==> config.mk <==
export PLATFORM = sky130hd
export DESIGN_NAME = dmem_mmio_responder
export DESIGN_NICKNAME = d
export VERILOG_FILES = /design/src/rtl/dmem_mmio_responder.sv
export SDC_FILE = /design/constraint.sdc
export NUM_CORES = 1
export LEC_CHECK = 0
export CORE_ASPECT_RATIO = 0.9
export CORE_MARGIN = 5
export CORE_UTILIZATION = 40
export DETAILED_ROUTE_END_ITERATION = 16
export PLACE_DENSITY = 0.7
export SLEW_MARGIN = 20
export SYNTH_ARGS = -nofsm -noshare
export SYNTH_HDL_FRONTEND = slang
export SYNTH_SLANG_ARGS = --single-unit
==> constraint.sdc <==
create_clock -name clock -period 2.35 [get_ports clock]
set_input_delay 0.47 -clock clock [delete_from_list [all_inputs] [get_ports clock]]
set_output_delay 0.47 -clock clock [all_outputs]
set_load 0.005 [all_outputs]
==> src/rtl/dmem_mmio_responder.sv <==
// dmem_mmio_responder: passes processor dmem accesses through to the syncram and serves
// the 16-word I/O window (byte TX FIFO, status, cycle counter, scratch) with matching latency.
module dmem_mmio_responder #(
    parameter int DEPTH = 8,
    parameter logic [11:0] WIN_BASE = 12'hFF0
) (
    input  logic        clock,
    input  logic        reset,
    input  logic [11:0] address_dmem,
    input  logic [31:0] data,
    input  logic        wren,
    output logic [31:0] q_dmem,
    output logic [11:0] mem_address,
    output logic [31:0] mem_data,
    output logic        mem_wren,
    input  logic [31:0] mem_q,
    output logic [7:0]  tx_byte,
    output logic        tx_valid,
    input  logic        tx_ready
);
    localparam int PW = $clog2(DEPTH);
    localparam int CW = $clog2(DEPTH) + 1;

    logic [7:0]    fifo [DEPTH];
    logic [PW-1:0] rd_ptr, wr_ptr;
    logic [CW-1:0] count;
    logic          ovf, sel_mmio, in_window, win_wr, push, pop, full, accept;
    logic [31:0]   mmio_rdata, cycle, scratch, status, rdata;
    logic [3:0]    offset;

    assign offset      = address_dmem[3:0];
    assign in_window   = address_dmem[11:4] == WIN_BASE[11:4];
    assign mem_address = address_dmem;
    assign mem_data    = data;
    assign mem_wren    = wren && !in_window && reset;
    assign win_wr      = wren && in_window;
    assign push        = win_wr && offset == 4'hC;
    assign full        = count == CW'(DEPTH);
    assign tx_valid    = count != '0;
    assign pop         = tx_valid && tx_ready;
    // A full FIFO still takes a push when the head leaves on the same edge.
    assign accept      = push && (!full || pop);
    assign tx_byte     = tx_valid ? fifo[rd_ptr] : 8'h00;
    assign status      = {25'b0, ovf, full, ~tx_valid, 4'(count)};
    assign rdata       = !in_window     ? 32'h0 :
                         offset == 4'hD ? status :
                         offset == 4'hE ? cycle :
                         offset == 4'hF ? scratch : 32'h0;
    assign q_dmem      = sel_mmio ? mmio_rdata : mem_q;

    always_ff @(posedge clock or negedge reset) begin
        if (!reset) begin
            rd_ptr     <= '0;
            wr_ptr     <= '0;
            count      <= '0;
            ovf        <= 1'b0;
            cycle      <= 32'h0;
            scratch    <= 32'h0;
            sel_mmio   <= 1'b1;
            mmio_rdata <= 32'h0;
        end else begin
            sel_mmio   <= in_window;
            mmio_rdata <= rdata;
            cycle      <= (win_wr && offset == 4'hE) ? data : cycle + 32'd1;
            if (win_wr && offset == 4'hF) scratch <= data;
            if (push && !accept) ovf <= 1'b1;
            else if (win_wr && offset == 4'hD && data[6]) ovf <= 1'b0;
            if (accept) wr_ptr <= wr_ptr + PW'(1);
            if (pop) rd_ptr <= rd_ptr + PW'(1);
            count <= count + CW'(accept) - CW'(pop);
        end
    end

    always_ff @(posedge clock) begin
        if (accept) fifo[wr_ptr] <= data[7:0];
    end
endmodule

# ---- Yosys cells after proc, flatten, opt, wreduce, memory -nomap -nowiden
# Memory sizes are Yosys's and may differ from the RTL's.
# Index checks and enable logic that the tools add are counted.
dict set report word_totals {
  register_bits 108
  elab_cells 49
  input_bits 80
  mem_bits_rw 64
  n_memories 1
}
# name words word_bits read_ports rd_ports_with_merged_regs write_ports line
set memory_table {}
lappend memory_table {fifo 8 8 1 0 1 24} ;# logic [7:0] fifo [DEPTH];
dict set report classes {
  n_eq_ne 6
  n_bitwise 1
  mux 11
  addsub 5
  n_reduce_logical 17
}
# operator count
set ops {}
lappend ops {{2-to-1 mux 32 bit} 6}
lappend ops {{adder 32 x 1 -> 32 bit, second input constant} 1}
lappend ops {{== test 4 bit, second input constant} 5}
lappend ops {{logical AND 1 bit} 11}
lappend ops {{== test 8 bit, second input constant} 1}
lappend ops {{2-to-1 mux 8 bit} 1}
lappend ops {{adder 3 x 1 -> 3 bit, second input constant} 2}
lappend ops {{adder 4 x 1 -> 4 bit} 1}
lappend ops {{2-to-1 mux 1 bit} 4}
lappend ops {{nonzero test 4 bit} 1}
lappend ops {{subtractor 4 x 1 -> 4 bit} 1}
lappend ops {{logical NOT 1 bit} 3}
lappend ops {{nonzero test 2 bit} 1}
lappend ops {{logical OR 1 bit} 1}
lappend ops {{NOT 1 bit} 1}

# ---- Longest topological paths before layout
dict set report depth {
  word_depth 7
  mapped_depth 13
  depth_no_buf 12
}

# ---- Worst setup path after synthesis
# No wires, ideal clock.
dict set report synth_timing {
  path_type {input -> register}
  startpoint {input address_dmem[9]}
  endpoint {register count[2]}
  path_stages 10
  setup_ps 123
  setup_slack_ps 55
  arrival_ps 2173
  cell_sequence {nand4_1 -> nor2_2 -> and4_1 -> inv_1 -> ha_1 -> inv_1 -> ha_1 -> inv_1 -> fa_1 -> xnor2_1}
}
dict set report synth_between {
  elab_chain_cells 6
}
# item line
set synth_rtl {}
lappend synth_rtl {{start: declaration} 9} ;# input logic [11:0] address_dmem,
lappend synth_rtl {{== test 8 bit} 32} ;# assign in_window = address_dmem[11:4] == WIN_BASE[11:4];
lappend synth_rtl {{logical AND 1 bit} 36} ;# assign win_wr = wren && in_window;
lappend synth_rtl {{logical AND 1 bit} 37} ;# assign push = win_wr && offset == 4'hC;
lappend synth_rtl {{logical AND 1 bit} 42} ;# assign accept = push && (!full || pop);
lappend synth_rtl {{adder 4 x 1 -> 4 bit} 70} ;# count <= count + CW'(accept) - CW'(pop);
lappend synth_rtl {{subtractor 4 x 1 -> 4 bit} 70}
lappend synth_rtl {{end signal: assignment} 70}
lappend synth_rtl {{end: declaration} 26} ;# logic [CW-1:0] count;
# No other way between the ends.
# A chain may end at the register's enable or synchronous reset.

# ---- Final worst setup path
dict set report layout_timing {
  startpoint {register rd_ptr[0]}
  endpoint {output tx_byte[1]}
}
dict set report layout_between {
  elab_chain_cells 2
}
# item line
set layout_rtl {}
lappend layout_rtl {{start: declaration} 25} ;# logic [PW-1:0] rd_ptr, wr_ptr;
lappend layout_rtl {{start signal: assignment} 69} ;# if (pop) rd_ptr <= rd_ptr + PW'(1);
lappend layout_rtl {{memory read (8 x 8 bit)} -}
lappend layout_rtl {{2-to-1 mux 8 bit} 43} ;# assign tx_byte = tx_valid ? fifo[rd_ptr] : 8'h00;
lappend layout_rtl {{end: declaration} 17} ;# output logic [7:0] tx_byte,
# No other way between the ends.

==> results.md <==
- Worst hold slack: 141 ps
- Clk_skew: 10.2 ps
- Slowest cell on the critical path: mux4_2
- Failing checks: setup timing
- Cell Rows: about 50
- Rel. slew slack: 0.563
- Global-route wire length before repair: 32,800 um
- LEAKAGE: 0.00442 uW
- Post-layout util: 0.544
- Hold Vio Cnt, Final: 0
- Reg2reg start: count[3]
- Worst-Skew Late Latency: approximately 420 ps
- Wire length per cell: 18.8 um
- Layout cell share with drive strength beyond 1: 0.262
- Final Cycle Share: 1.02
- Footprint of the multi-input gates: roughly 3000 um2
- Routed vias/inst: 5.20
- Dpl cells: 1,061
- R2R depth: 13
- H-tree depth: 4
- Clk sink count: 172
- Sw power: 2070 uW
- HP Class: in2async
- # IOs: 166
- Clock-pin transition on the worst setup and hold timing paths: 60 ps
- Max incr delay on CP: 490 ps
- Vias in the first global route: 5,956
- Worst vdd ir: approximately 480 uV
- Total power: 8000 uW
- Logic pwr share: 0.239
- Initial Util: 0.409
- Reg-to-reg endpoint: count[3]
- Mapped cell area: 8220 um2
- Critical Path, Cell by Cell: buf_8 > buf_6 > mux4_2 > mux2i_2 > nor2_1 > buf_2
- Clock power frac: 0.336
- RSZ-0062 raised after global routing: yes
- Sequential-to-total area share from yosys stat: 0.563
- Top_reg_cell synth: dfrtp_1
- Synthesis-to-layout area growth: 33.0%
- Final WL: 20,800 um
- CP bufs+invs: 3
- Most frequent cells in the layout: clkdlybuf4s50_1, dfrtp_1, edfxtp_1, nor2_1, buf_4
- Syn_nets: 752
- Die Y: 146 um
- DP Area: approximately 10,000 um2
- Clock buffer depth: 2
- Fill cells: 1,659
- DRC viols: 0
- Vias post-DR: 5,760
- Net Sw Frac: 0.259
- Max Cap Viol: 0
- Mapped Avg Cell Area: between 10 and 15 um2
- Post-route cell area: 10,900 um2
- Die Wd: 161 um
- Clock Root Buffer: clkbuf_16
- Fmax: 416 MHz
- Worst setup path category: reg2out
- Slew at the pin closest to its max-slew limit: around 650 ps
- YS warnings: 0
- CTS Hold Buffers Added: 0
- Register bit total from synthesis: 172
- Flop2flop setup slack: approximately 130 ps
- EDFF count, synth: 64
- CP endpoint: tx_byte[1]
- Tmin final: 2400 ps
- Initial antenna violation count: 1
- Arrival time worst endpoint: 1930 ps
- Antenna viol nets, final: 0
- Status: finished with violations
- P_int: 5930 uW
- Finished Layout Cells: 1,108
- CTS tree: done
- Stages on worst setup path: 6
- Reg area: 4630 um2
- Post-synth ARST share: 0.628
- Core area: 20,100 um2
- Largest net degree at the start of global routing: 109
- Distinct cells, synth: 44
- Remaining global-route overflow: 0
- Post-Syn Instances: 662
- Die ar.: around 24,000 um2
- TritonRoute pass-1 iters: 5
- Worst endpoint required time: 1880 ps
- Nets: between 900 and 1,000
- CTS Buf Count: 17
- Detailed Place HPWL: 14,700 um
- Max FO, Critical Path: 5
- PortBufs: 165
- CP Launch Type: flop
- Pwr Density: 731 nW/um2
- Setup violations, final: 3
- GRT Util Overall: 0.178
- Final worst slack: -51.5 ps
- Delay-heaviest family, CP: multiplexers
- Leading cell type in the layout, fill and taps excluded: clkdlybuf4s50_1
- Gpl congestion: 0.780
- Slew Viols, Final: 0
- Setup crit start: rd_ptr[0]
- Seq pwr share: 0.425
- 1st-iter DRT viols: 383
- CP endpoint kind: output port
[worst register-to-register path, stage by stage, from the launching register on]
cell and delay [ps]:
dfrtp_1 380, inv_1 60, ha_2 170, nand2b_4 130, nand3_2 80, and4_4 220
inv_2 50, ha_4 250, inv_1 30, ha_2 170, buf_4 120, a21o_1 150
a21oi_1 170, xor2_1 170
[kinds of logic after synthesis]
logic type,synth area share
and+or+nand+nor,0.107
muxes,0.145
buffers and inverters,0.0706
DFF,0.563
xor gates and xnor gates,0.0384
adders and majority gates,0.0161
AOI/OAI and AO/OA,0.0600
[cells in the mapped netlist, types with 5 or more instances]
master	n	area, um2
clkbuf_1	8	30.0
nor2_1	54	203
inv_1	21	78.8
dfrtp_1	107	2680
buf_2	12	60.1
buf_4	49	368
mux2_2	53	597
xnor2_1	15	131
mux4_2	16	360
buf_1	5	18.8
nor3_1	7	35.0
ha_1	9	113
a21oi_1	16	80.1
o21ai_2	8	70.1
nand4_1	18	113
edfxtp_1	64	1920
xor2_1	21	184
o21ai_0	24	120
nand3_1	15	75.1
a22oi_1	25	188
mux2_1	13	146
mux2i_1	9	90.1
nand2_1	47	176
and3_1	6	37.5
[sequential cells by signal, indices dropped and copies added (netlist names)]
register	cells
fifo	64
count	4
cycle	32
mmio_rdata	32
rd_ptr	3
sel_mmio	1
ovf	1
scratch	32
wr_ptr	3
[cell type report]
cell class                      count  share of cell area
Inverter                           22             0.00755
Tap cell                          255              0.0292
Timing Repair Buffer              236               0.207
Sequential cell                   172               0.423
Clock inverter                      7             0.00835
Antenna cell                        1            0.000229
Clock buffer                       24              0.0426
Multi-Input combinational cell    391               0.282
[what timing repair did]
item / 4_1_cts / 5_1_grt
pin swaps: 3 / 10
buffers inserted: 10 / 5
gates cloned: 2 / 1
setup endpoints to repair: 45 / 21
gates resized for setup: 73 / 73
[worst min path at each step]
stage                                 to  depth (start not counted)  slack [ps]
final                          cycle[21]                          2         140
after global routing      mmio_rdata[23]                          2         180
after CTS                    scratch[23]                          2         200
after detailed placement     scratch[31]                          1         480
after global placement        scratch[6]                          2         460
after floorplan                 count[0]                          0         170
[metrics by stage]
stage               TNS (ps)  setup slack (ps)
detailed placement    -10600              -497
floorplan                  0              54.8
finish                  -139             -51.5
CTS                     -963              -178
global placement       -8370              -439
global route            -763              -154
[power groups by stage]
stage / registers, uW / clock network (uW) / logic, uW
2_1_floorplan: 3390 / 0 / 1010
3_3_place_gp: 3430 / 0 / 1830
3_5_place_dp: 3430 / 0 / 1870
4_1_cts: 3380 / 2720 / 2000
5_1_grt: 3410 / 2870 / 2100
6_report: 3400 / 2690 / 1910
[layer usage]
metal  up-vias  wire (um)  track usage
met1      2888       8990        0.237
met3        25       1240       0.0459
met5         -          0            0
met2       173      10200        0.291
li1       2674          -            -
met4         0        358       0.0452
Note: power is estimated with default switching activity, not from simulation.
